--- src/rtl/hvac_sequencer_if.sv ---
`default_nettype none
// ============================================================================
//  Module   : hvac_sequencer_if
//  Purpose  : Signal bundle between the thermostat core (master) and the
//             HVAC sequencer (slave).
//  Signals  : tick        - timebase pulse, one clk wide
//             Enable      - 1 = sequencing allowed
//             CurrentTemp - measured temperature, unsigned 8 bit
//             DesiredTemp - setpoint, unsigned 8 bit
//             FanOn       - manual fan request in IDLE (HVAC_FAN_ON_EN only)
//             Heat/Cool/Fan - registered relay drives
//             Fault       - sensor out of range
//             State       - 3-bit FSM state encoding
//  Config   : HVAC_FAN_ON_EN adds the FanOn signal.
//  Revision : 1.0 - initial release
// ============================================================================
interface hvac_sequencer_if;
   logic       tick;
   logic       Enable;
   logic [7:0] CurrentTemp;
   logic [7:0] DesiredTemp;
`ifdef HVAC_FAN_ON_EN
   logic       FanOn;
`endif
   logic       Heat;
   logic       Cool;
   logic       Fan;
   logic       Fault;
   logic [2:0] State;

   modport master (
`ifdef HVAC_FAN_ON_EN
      output FanOn,
`endif
      output tick, Enable, CurrentTemp, DesiredTemp,
      input  Heat, Cool, Fan, Fault, State
   );

   modport slave (
`ifdef HVAC_FAN_ON_EN
      input  FanOn,
`endif
      input  tick, Enable, CurrentTemp, DesiredTemp,
      output Heat, Cool, Fan, Fault, State
   );
endinterface
`default_nettype wire

--- src/rtl/hvac_sequencer.sv ---
`default_nettype none
// ============================================================================
//  Module   : hvac_sequencer
//  Purpose  : Sequences heating/cooling relays from current/desired
//             temperature with a hysteresis band, minimum on-time,
//             post-purge off-time lockout and fan purge.
//  Ports    : clk      - system clock
//             Reset_n  - asynchronous active-low reset
//             hvac_io  - hvac_sequencer_if.slave bundle (tick, Enable,
//                        CurrentTemp, DesiredTemp, [FanOn], Heat, Cool,
//                        Fan, Fault, State)
//  Config   : HVAC_FAN_ON_EN - when defined, FanOn drives Fan in IDLE.
//  Revision : 1.0 - initial release
// ============================================================================
module hvac_sequencer #(
   parameter int HYST      = 1,
   parameter int MIN_ON    = 60,
   parameter int MIN_OFF   = 120,
   parameter int FAN_PURGE = 30,
   parameter int TEMP_MAX  = 99
) (
   input  wire logic       clk,
   input  wire logic       Reset_n,
   hvac_sequencer_if.slave hvac_io
);

   localparam logic [15:0] c_MIN_ON    = 16'(MIN_ON);
   localparam logic [15:0] c_MIN_OFF   = 16'(MIN_OFF);
   localparam logic [15:0] c_FAN_PURGE = 16'(FAN_PURGE);
   localparam logic [8:0]  c_HYST      = 9'(HYST);
   localparam logic [8:0]  c_TEMP_MAX  = 9'(TEMP_MAX);

   typedef enum logic [2:0] {
      S_IDLE   = 3'd0,
      S_HEAT   = 3'd1,
      S_HPURGE = 3'd2,
      S_COOL   = 3'd3,
      S_CPURGE = 3'd4,
      S_FAULT  = 3'd5
   } state_t;

   state_t      state_q, state_d;
   logic [15:0] timer_q, timer_d;
   logic        heat_q, heat_d;
   logic        cool_q, cool_d;
   logic        fan_q, fan_d;
   logic        fault_q, fault_d;

   logic        w_load;
   logic [15:0] w_load_val;
   logic        w_timer_zero;
   logic [8:0]  w_cur, w_des;
   logic        w_heat_dem, w_cool_dem, w_temp_bad;
   logic        w_idle_fan;

   // Widen to 9 bits so cur+HYST / des+HYST cannot wrap.
   assign w_cur        = {1'b0, hvac_io.CurrentTemp};
   assign w_des        = {1'b0, hvac_io.DesiredTemp};
   assign w_heat_dem   = (w_cur + c_HYST) < w_des;
   assign w_cool_dem   = w_cur > (w_des + c_HYST);
   assign w_temp_bad   = w_cur > c_TEMP_MAX;
   assign w_timer_zero = (timer_q == 16'd0);

`ifdef HVAC_FAN_ON_EN
   assign w_idle_fan = hvac_io.FanOn;
`else
   assign w_idle_fan = 1'b0;
`endif

   // Next-state and timer-load decision
   always_comb begin
      state_d    = state_q;
      w_load     = 1'b0;
      w_load_val = 16'd0;
      case (state_q)
         S_IDLE: begin
            if (hvac_io.Enable && w_timer_zero) begin
               if (w_heat_dem) begin
                  state_d    = S_HEAT;
                  w_load     = 1'b1;
                  w_load_val = c_MIN_ON;
               end else if (w_cool_dem) begin
                  state_d    = S_COOL;
                  w_load     = 1'b1;
                  w_load_val = c_MIN_ON;
               end
            end
         end
         S_HEAT: begin
            // Enable drop bypasses the minimum on-time.
            if (((w_cur >= w_des) && w_timer_zero) || !hvac_io.Enable) begin
               state_d    = S_HPURGE;
               w_load     = 1'b1;
               w_load_val = c_FAN_PURGE;
            end
         end
         S_COOL: begin
            if (((w_cur <= w_des) && w_timer_zero) || !hvac_io.Enable) begin
               state_d    = S_CPURGE;
               w_load     = 1'b1;
               w_load_val = c_FAN_PURGE;
            end
         end
         S_HPURGE, S_CPURGE: begin
            if (w_timer_zero) begin
               state_d    = S_IDLE;
               w_load     = 1'b1;
               w_load_val = c_MIN_OFF;
            end
         end
         S_FAULT: begin
            if (!w_temp_bad) begin
               state_d    = S_IDLE;
               w_load     = 1'b1;
               w_load_val = c_MIN_OFF;
            end
         end
         default: state_d = S_IDLE;  // 6/7 recover to IDLE
      endcase

      // Sensor fault pre-empts every other decision.
      if (w_temp_bad) begin
         state_d    = S_FAULT;
         w_load     = 1'b0;
         w_load_val = 16'd0;
      end
   end

   // Timer: a load wins over a tick; counting saturates at zero.
   always_comb begin
      timer_d = timer_q;
      if (w_load) begin
         timer_d = w_load_val;
      end else if (hvac_io.tick && !w_timer_zero) begin
         timer_d = timer_q - 16'd1;
      end
   end

   // Relay values are decoded from the next state so they register together.
   always_comb begin
      heat_d  = (state_d == S_HEAT);
      cool_d  = (state_d == S_COOL);
      fault_d = (state_d == S_FAULT);
      case (state_d)
         S_HEAT, S_COOL, S_HPURGE, S_CPURGE: fan_d = 1'b1;
         S_IDLE:                             fan_d = w_idle_fan;
         default:                            fan_d = 1'b0;
      endcase
   end

   always_ff @(posedge clk or negedge Reset_n) begin
      if (!Reset_n) begin
         state_q <= S_IDLE;
         timer_q <= 16'd0;
         heat_q  <= 1'b0;
         cool_q  <= 1'b0;
         fan_q   <= 1'b0;
         fault_q <= 1'b0;
      end else begin
         state_q <= state_d;
         timer_q <= timer_d;
         heat_q  <= heat_d;
         cool_q  <= cool_d;
         fan_q   <= fan_d;
         fault_q <= fault_d;
      end
   end

   assign hvac_io.Heat  = heat_q;
   assign hvac_io.Cool  = cool_q;
   assign hvac_io.Fan   = fan_q;
   assign hvac_io.Fault = fault_q;
   assign hvac_io.State = state_q;

endmodule
`default_nettype wire

--- src/flat_wrapper.sv ---
// flat-port wrapper written by rule: the top's interface ports become plain ports
module hvac_sequencer_flat 
#(
   parameter int HYST      = 1,
   parameter int MIN_ON    = 60,
   parameter int MIN_OFF   = 120,
   parameter int FAN_PURGE = 30,
   parameter int TEMP_MAX  = 99
)
  (clk, Reset_n, hvac_io_tick, hvac_io_Enable, hvac_io_CurrentTemp, hvac_io_DesiredTemp, hvac_io_Heat, hvac_io_Cool, hvac_io_Fan, hvac_io_Fault, hvac_io_State);
  hvac_sequencer_if hvac_io_i ();
  input  wire logic clk;
  input  wire logic Reset_n;
  input wire logic [$bits(hvac_io_i.tick)-1:0] hvac_io_tick;
  input wire logic [$bits(hvac_io_i.Enable)-1:0] hvac_io_Enable;
  input wire logic [$bits(hvac_io_i.CurrentTemp)-1:0] hvac_io_CurrentTemp;
  input wire logic [$bits(hvac_io_i.DesiredTemp)-1:0] hvac_io_DesiredTemp;
  output wire logic [$bits(hvac_io_i.Heat)-1:0] hvac_io_Heat;
  output wire logic [$bits(hvac_io_i.Cool)-1:0] hvac_io_Cool;
  output wire logic [$bits(hvac_io_i.Fan)-1:0] hvac_io_Fan;
  output wire logic [$bits(hvac_io_i.Fault)-1:0] hvac_io_Fault;
  output wire logic [$bits(hvac_io_i.State)-1:0] hvac_io_State;
  assign hvac_io_i.tick = hvac_io_tick;
  assign hvac_io_i.Enable = hvac_io_Enable;
  assign hvac_io_i.CurrentTemp = hvac_io_CurrentTemp;
  assign hvac_io_i.DesiredTemp = hvac_io_DesiredTemp;
  assign hvac_io_Heat = hvac_io_i.Heat;
  assign hvac_io_Cool = hvac_io_i.Cool;
  assign hvac_io_Fan = hvac_io_i.Fan;
  assign hvac_io_Fault = hvac_io_i.Fault;
  assign hvac_io_State = hvac_io_i.State;
  hvac_sequencer #(.HYST(HYST), .MIN_ON(MIN_ON), .MIN_OFF(MIN_OFF), .FAN_PURGE(FAN_PURGE), .TEMP_MAX(TEMP_MAX)) u_core (.clk(clk), .Reset_n(Reset_n), .hvac_io(hvac_io_i));
endmodule
--- config.mk ---
export PLATFORM = sky130hd
export DESIGN_NAME = hvac_sequencer_flat
export DESIGN_NICKNAME = d
export VERILOG_FILES = /design/src/rtl/hvac_sequencer_if.sv /design/src/rtl/hvac_sequencer.sv /design/src/flat_wrapper.sv
export SDC_FILE = /design/constraint.sdc
export NUM_CORES = 1
export LEC_CHECK = 0
export CORE_MARGIN = 1.5
export CORE_UTILIZATION = 35
export DETAILED_ROUTE_END_ITERATION = 10
export PLACE_DENSITY = 0.59
export SLEW_MARGIN = 25
export SYNTH_ARGS = -nofsm -noshare
export SYNTH_HDL_FRONTEND = slang
export SYNTH_SLANG_ARGS = --single-unit
--- constraint.sdc ---
create_clock -name clk -period 3.5 [get_ports clk]
set_input_delay 0.35 -clock clk [delete_from_list [all_inputs] [get_ports clk]]
set_output_delay 0.35 -clock clk [all_outputs]
set_load 0.005 [all_outputs]
==> impl_metrics.env, run 1 <==
export IMPL_clockPowerShare=0.201
export IMPL_maxCapViolCount=0
export IMPL_grt_pass1_vias=1860
export IMPL_synth_seq_cells=23
export IMPL_synth_edff_count=0
export IMPL_grt_use_met1=0.219
export IMPL_crit_fanout=7
export IMPL_gp_congestion=0.816
export IMPL_rr_endpoint="u_core.timer_q[5]"
export IMPL_syn_nets=288
export IMPL_grt_pass1_wl_mm=8.59
export IMPL_fin_crit_sh=0.885
export IMPL_holdWs_ns=0.0488
export IMPL_switching_share=0.359
export IMPL_yosys_warnings=0
export IMPL_rr_worst_depth=7
export IMPL_powerDensity_mw_per_mm2=318
export IMPL_arrival_ns=3.25
export IMPL_yosysSeqAreaShare=0.266
export IMPL_worst_slew_pin_slew_ns=0.833
export IMPL_clockBufferDepth=2
export IMPL_synthFlopType="dfrtp_1"
export IMPL_clk_pin_slew_ns=0.08
export IMPL_dieArea_mm2=0.00667
export IMPL_antenna_found_initial=0
export IMPL_grt_busiest_layer="met2"
export IMPL_hold_buffers=0
export IMPL_drt_iter0_drc=43
export IMPL_netSwitchingPower_uw=296
export IMPL_ir_drop_uv=130
export IMPL_rsz0062_at_grt="no"
export IMPL_power_internal_uw=527
export IMPL_postSynthCellCount=241
export IMPL_drive_gt1_frac=0.0696
export IMPL_min_period_ns=3.10
export IMPL_crit_family="compound AO/OA/AOI/OAI gates"
export IMPL_fin_util=0.434
export IMPL_cts_inserted_buffers=3
export IMPL_finalNetCount=321
export IMPL_p_leak_nw=1.11
export IMPL_crit_type="input port to register"
export IMPL_hold_viol_final=0
export IMPL_max_stage_delay_ns=0.58
export IMPL_viasPerCell=5.38
export IMPL_multiInputGateArea_mm2=0.00151
export IMPL_fin_cells=348
export IMPL_drc=0
export IMPL_p_seq_frac=0.421
export IMPL_overflow=0
export IMPL_dpl_cell_count=344
export IMPL_htreeDepth=1
export IMPL_synth_distinct_cells=53
export IMPL_reg2reg_slack_ns=0.76
export IMPL_first_pass_iters=4
export IMPL_crit_required_ns=3.66
export IMPL_fmax_mhz=323
export IMPL_clock_root_buffer="clkbuf_8"
export IMPL_coreArea_mm2=0.00596
export IMPL_clock_sinks=23
export IMPL_setup_violations=0
export IMPL_synth_avg_cell_area_um2=8.99
export IMPL_crit_chain="clkdlybuf4s50_1, ha_1, nand3_1, xnor2_1, ha_1, a22oi_1, o211ai_1, a21oi_1, o2bb2ai_1, a221oi_1, and4bb_1"
export IMPL_detail_route_wl_per_cell_um=14.1
export IMPL_use_met2=0.282
export IMPL_antenna_cells=0
export IMPL_fin_skew_ns=0.00517
export IMPL_grtUsageTotal=0.164
export IMPL_drt_total_wl_mm=4.89
export IMPL_register_area_um2=576
export IMPL_dp_hpwl_mm=3.98
export IMPL_power_uw=823
export IMPL_use_met3=0.0122
export IMPL_io_pins=27
export IMPL_tritoncts="yes"
export IMPL_synthesis_area_mm2=0.00217
export IMPL_n_fill_cell=610
export IMPL_cts_resized=0
export IMPL_areaGrowthSynthToFinish_pct=19.4
export IMPL_min_path_type="input port to async pin"
export IMPL_critPathMostFrequentCell="ha_1"
export IMPL_critPathBufInv=1
export IMPL_end_kind="register"
export IMPL_fp_row_count=28
export IMPL_num_vias=1871
export IMPL_reg2reg_from="u_core.timer_q[0]"
export IMPL_post_cts_setup_buffer_count=0
export IMPL_grt_max_degree=24
export IMPL_worst_path_max_delay_cell="clkdlybuf4s50_1"
export IMPL_status="complete, no violations"
export IMPL_ant_nets=0
export IMPL_async_flop_share=1.00
export IMPL_initial_core_util=0.364
export IMPL_start_kind="input port"
export IMPL_clock_latency_ns=0.26
export IMPL_combPwrFrac=0.379
export IMPL_die_x_um=81.7
export IMPL_io_buffers=26
export IMPL_fin_setup_tns_ns=0
export IMPL_max_slew_margin=0.443
export IMPL_path_depth=11
export IMPL_timing_final_max_slew_violations=0
export IMPL_die_height_um=81.7
## Yosys cell counts, drive strengths merged, types with 2 or more instances
| library cell | n | share of area |
|---|---|---|
| a21oi | 11 | 0.025 |
| nor2b | 3 | 0.0087 |
| xor2 | 10 | 0.040 |
| a41oi | 2 | 0.0081 |
| o21ai | 4 | 0.0092 |
| and4 | 3 | 0.012 |
| a211oi | 2 | 0.0069 |
| a21o | 2 | 0.0069 |
| nand2 | 13 | 0.023 |
| clkbuf | 2 | 0.0035 |
| a21boi | 2 | 0.0069 |
| nor3 | 16 | 0.037 |
| nor4 | 7 | 0.044 |
| and3 | 3 | 0.0087 |
| xnor2 | 18 | 0.073 |
| o211ai | 3 | 0.010 |
| a31oi | 2 | 0.0058 |
| nand4 | 5 | 0.021 |
| or4 | 2 | 0.0069 |
| ha | 27 | 0.16 |
| dfrtp | 23 | 0.27 |
| nand2b | 3 | 0.0087 |
| a221oi | 2 | 0.0081 |
| nor2 | 18 | 0.031 |
| inv | 19 | 0.033 |
| a31o | 2 | 0.0081 |
| nand3 | 14 | 0.032 |
| o21bai | 3 | 0.010 |
## power groups by stage
| stage | registers, mW | logic [mW] | clock network, mW |
|---|---|---|---|
| CTS | 0.346 | 0.316 | 0.171 |
| global placement | 0.351 | 0.307 | 0 |
| floorplan | 0.342 | 0.210 | 0 |
| global route | 0.352 | 0.359 | 0.183 |
| detailed placement | 0.351 | 0.311 | 0 |
| finish | 0.346 | 0.312 | 0.165 |
## cells in the final DEF (no fill, tap or decap), types with 2 or more instances in the layout
cell type	synthesis	layout
a41oi_1	2	2
dfrtp_1	23	23
nor3_1	16	16
nor2b_1	3	3
nand2_1	13	13
o21ai_1	2	2
xor2_1	10	10
nand2b_1	3	3
ha_1	27	27
clkdlybuf4s50_1	0	25
nor4_1	3	3
and4_1	3	3
nor4_4	3	3
a21o_1	2	2
a221oi_1	2	2
clkbuf_8	0	3
buf_4	0	5
nor2_1	18	18
o21ai_0	2	2
or4_1	2	2
and3_1	3	3
xnor2_1	18	18
a211oi_1	2	2
o211ai_1	3	3
nand4_1	4	4
inv_1	19	19
nand3_1	14	14
o21bai_1	3	3
a21boi_1	2	2
a31oi_1	2	2
a21oi_1	11	11
## kinds of logic (layout without fill, tap and decap cells)
group	Yosys count	after routing	share of synthesized area
DFF	23	23	0.266
and+or+nand+nor	93	93	0.266
adders and majority gates	27	27	0.156
muxes	1	1	0.00462
AOI/OAI and AO/OA	47	47	0.156
buffers and inverters	22	54	0.0387
xor gates and xnor gates	28	28	0.113
## cell type report
class / instances / share of cell area
sequential: 23 / 0.222
multi-input combinational: 196 / 0.583
timing repair buffer: 31 / 0.113
inverter: 19 / 0.0276
clock inverter: 1 / 0.00193
tap: 75 / 0.0363
clock buffer: 3 / 0.0160
## worst max path at each step
stage | from | endpoint | slack, ns
final | hvac_io_DesiredTemp[0] | u_core.hvac_io.Heat | 0.40
after global routing | hvac_io_DesiredTemp[0] | u_core.hvac_io.Heat | 0.15
after CTS | hvac_io_DesiredTemp[0] | u_core.hvac_io.Heat | 0.42
after detailed placement | hvac_io_DesiredTemp[0] | u_core.hvac_io.Heat | 0.16
after global placement | hvac_io_DesiredTemp[0] | u_core.hvac_io.Heat | 0.15
after floorplan | hvac_io_DesiredTemp[3] | u_core.timer_q[0] | 1.05
## sequential cells by signal, summed over array words and instances (netlist names)
| register | count |
|---|---|
| u_core.hvac_io.Fan | 1 |
| u_core.hvac_io.Heat | 1 |
| u_core.hvac_io.Cool | 1 |
| u_core.timer_q | 16 |
| u_core.hvac_io.Fault | 1 |
| u_core.hvac_io.State | 3 |
## routing by layer
layer,share of wire,wire length [um]
met3,0.035,170
met2,0.46,2270
met4,0.0086,42
met5,0,0
met1,0.49,2410
## stage by stage
step                worst slack, ns  area, um^2
floorplan                      1.05        2170
global placement              0.146        2550
detailed placement            0.155        2540
CTS                           0.423        2590
global route                  0.146        2590
finish                        0.404        2590
No activity file was read; power rests on OpenSTA's default activity.
==> run 2: changes to the inputs <==
--- a/config.mk
+++ b/config.mk
@@ -5,6 +5,7 @@
 export SDC_FILE = /design/constraint.sdc
 export NUM_CORES = 1
 export LEC_CHECK = 0
+export CORE_ASPECT_RATIO = 0.75
 export CORE_MARGIN = 1.5
 export CORE_UTILIZATION = 35
 export DETAILED_ROUTE_END_ITERATION = 10
==> impl_metrics.env, run 2 (synthesis results as in run 1) <==
export IMPL_finalNetCount=325
export IMPL_crit_required_ns=3.61
export IMPL_setup_violations=0
export IMPL_fmax_mhz=313
export IMPL_fin_skew_ns=0.00404
export IMPL_areaGrowthSynthToFinish_pct=21.0
export IMPL_hold_viol_final=0
export IMPL_multiInputGateArea_mm2=0.00151
export IMPL_io_pins=27
export IMPL_holdWs_ns=0.0457
export IMPL_grt_max_degree=24
export IMPL_n_fill_cell=597
export IMPL_max_slew_margin=0.441
export IMPL_viasPerCell=5.22
export IMPL_finish_instance_area_mm2=0.00262
export IMPL_detail_route_wl_per_cell_um=14.0
export IMPL_die_x_um=93.9
export IMPL_drive_gt1_frac=0.0830
export IMPL_ir_drop_uv=146
export IMPL_arrival_ns=3.31
export IMPL_grtUsageTotal=0.163
export IMPL_fin_crit_sh=0.913
export IMPL_hold_buffers=0
export IMPL_num_vias=1853
export IMPL_top_register="u_core.timer_q"
export IMPL_clk_pin_slew_ns=0.08
export IMPL_clock_latency_ns=0.26
export IMPL_maxCapViolCount=0
export IMPL_final_common_cell="ha_1"
export IMPL_die_height_um=71.1
export IMPL_first_pass_iters=4
export IMPL_dieArea_mm2=0.00668
export IMPL_min_period_ns=3.19
export IMPL_cts_inserted_buffers=3
export IMPL_layout_common_cells="ha_1 (27), clkdlybuf4s50_1 (25), dfrtp_1 (23)"
export IMPL_preCtsSetupSlack_ns=0.0596
export IMPL_status="complete, no violations"
export IMPL_powerDensity_mw_per_mm2=316
export IMPL_clock_root_buffer="clkbuf_8"
export IMPL_gp_congestion=0.868
export IMPL_drc=0
export IMPL_initial_core_util=0.368
export IMPL_p_leak_nw=1.13
export IMPL_io_buffers=26
export IMPL_clockBufferDepth=2
export IMPL_timing_final_max_slew_violations=0
export IMPL_crit_chain="clkdlybuf4s50_1, and3_1, and3_1, nand3_1, xnor2_1, ha_1, and4_1, nand2_1, nand3_1, o2bb2ai_1, a31o_2, nor3_1"
export IMPL_crit_type="input port to register"
export IMPL_min_path_type="input port to async pin"
export IMPL_drt_total_wl_mm=4.97
export IMPL_end_kind="register"
export IMPL_ant_nets=0
export IMPL_antenna_found_initial=0
export IMPL_register_area_um2=576
export IMPL_largest_reg_flops=16
export IMPL_drt_iter0_drc=113
export IMPL_max_stage_delay_ns=0.57
export IMPL_start_kind="input port"
export IMPL_fin_setup_tns_ns=0
export IMPL_antenna_cells=0
export IMPL_overflow=0
export IMPL_rsz0062_at_grt="no"
export IMPL_clock_sinks=23
export IMPL_htreeDepth=1
export IMPL_crit_fanout=11
export IMPL_cts_resized=0
export IMPL_coreArea_mm2=0.00589
export IMPL_dpl_instance_area_mm2=0.00257
export IMPL_post_cts_setup_buffer_count=0
export IMPL_grt_pass1_vias=1711
export IMPL_setup_ws_ns=0.305
export IMPL_grt_pass1_wl_mm=8.63
export IMPL_worst_slew_pin_slew_ns=0.837
export IMPL_fp_row_count=24
export IMPL_tritoncts="yes"
export IMPL_dp_hpwl_mm=4.10
export IMPL_worst_path_max_delay_cell="clkdlybuf4s50_1"
[run 2: cell types whose count changed in the layout (fill, tap and decap cells not counted), sizes merged]
cell / before / now
buf: 6 / 10
[run 2: per-layer routing]
metal,part of all wire,GRT usage
met3,0.045,0.0290
met1,0.58,0.282
met5,0,0
met2,0.37,0.206
met4,0,0.0166
[run 2: area by class of cell]
cell class,instances,area share
repair buffers,35,0.123
multi-input cells,196,0.575
clock inverters,1,0.00191
clock buffers,3,0.0158
flip-flops and latches,23,0.220
well taps,78,0.0372
inverters,19,0.0272
[run 2: stage by stage]
stage | util | total power [mW] | instances
6_report | 0.445 | 0.828 | 355
3_5_place_dp | 0.438 | 0.665 | 351
5_1_grt | 0.445 | 0.890 | 355
2_1_floorplan | - | 0.552 | 241
3_3_place_gp | 0.438 | 0.668 | 351
4_1_cts | 0.445 | 0.834 | 355
[run 2: final timing paths]
kind                       depth (start not counted)                   start  slack [ns]                  end
hold / removal                                     1                 Reset_n        0.05  u_core.hvac_io.Heat
hold reg to reg                                    2       u_core.timer_q[1]        0.59    u_core.timer_q[1]
max in group asynchronous                          1                 Reset_n        3.12    u_core.timer_q[8]
setup / recovery                                  12  hvac_io_DesiredTemp[2]        0.31    u_core.timer_q[0]
min in group clk                                   2       u_core.timer_q[1]        0.59    u_core.timer_q[1]
setup reg to reg                                   7       u_core.timer_q[0]        0.80    u_core.timer_q[5]
[run 2: critical path: cells and delay by family]
kind	cells	cell delay, ns
adder cells (fa/ha/maj)	1	0.27
buffers and inverters	1	0.57
AND/OR/NAND/NOR	7	1.05
XOR/XNOR	1	0.18
AO/OA/AOI/OAI	2	0.88
[run 2: report_power, final]
group	switching [mW]	internal (mW)	total (mW)	leakage (nW)
Clock	0.0829	0.0794	0.162	0.0255
Sequential	0.0451	0.301	0.346	0.289
Combinational	0.169	0.150	0.319	0.818
Total	0.297	0.531	0.828	1.13
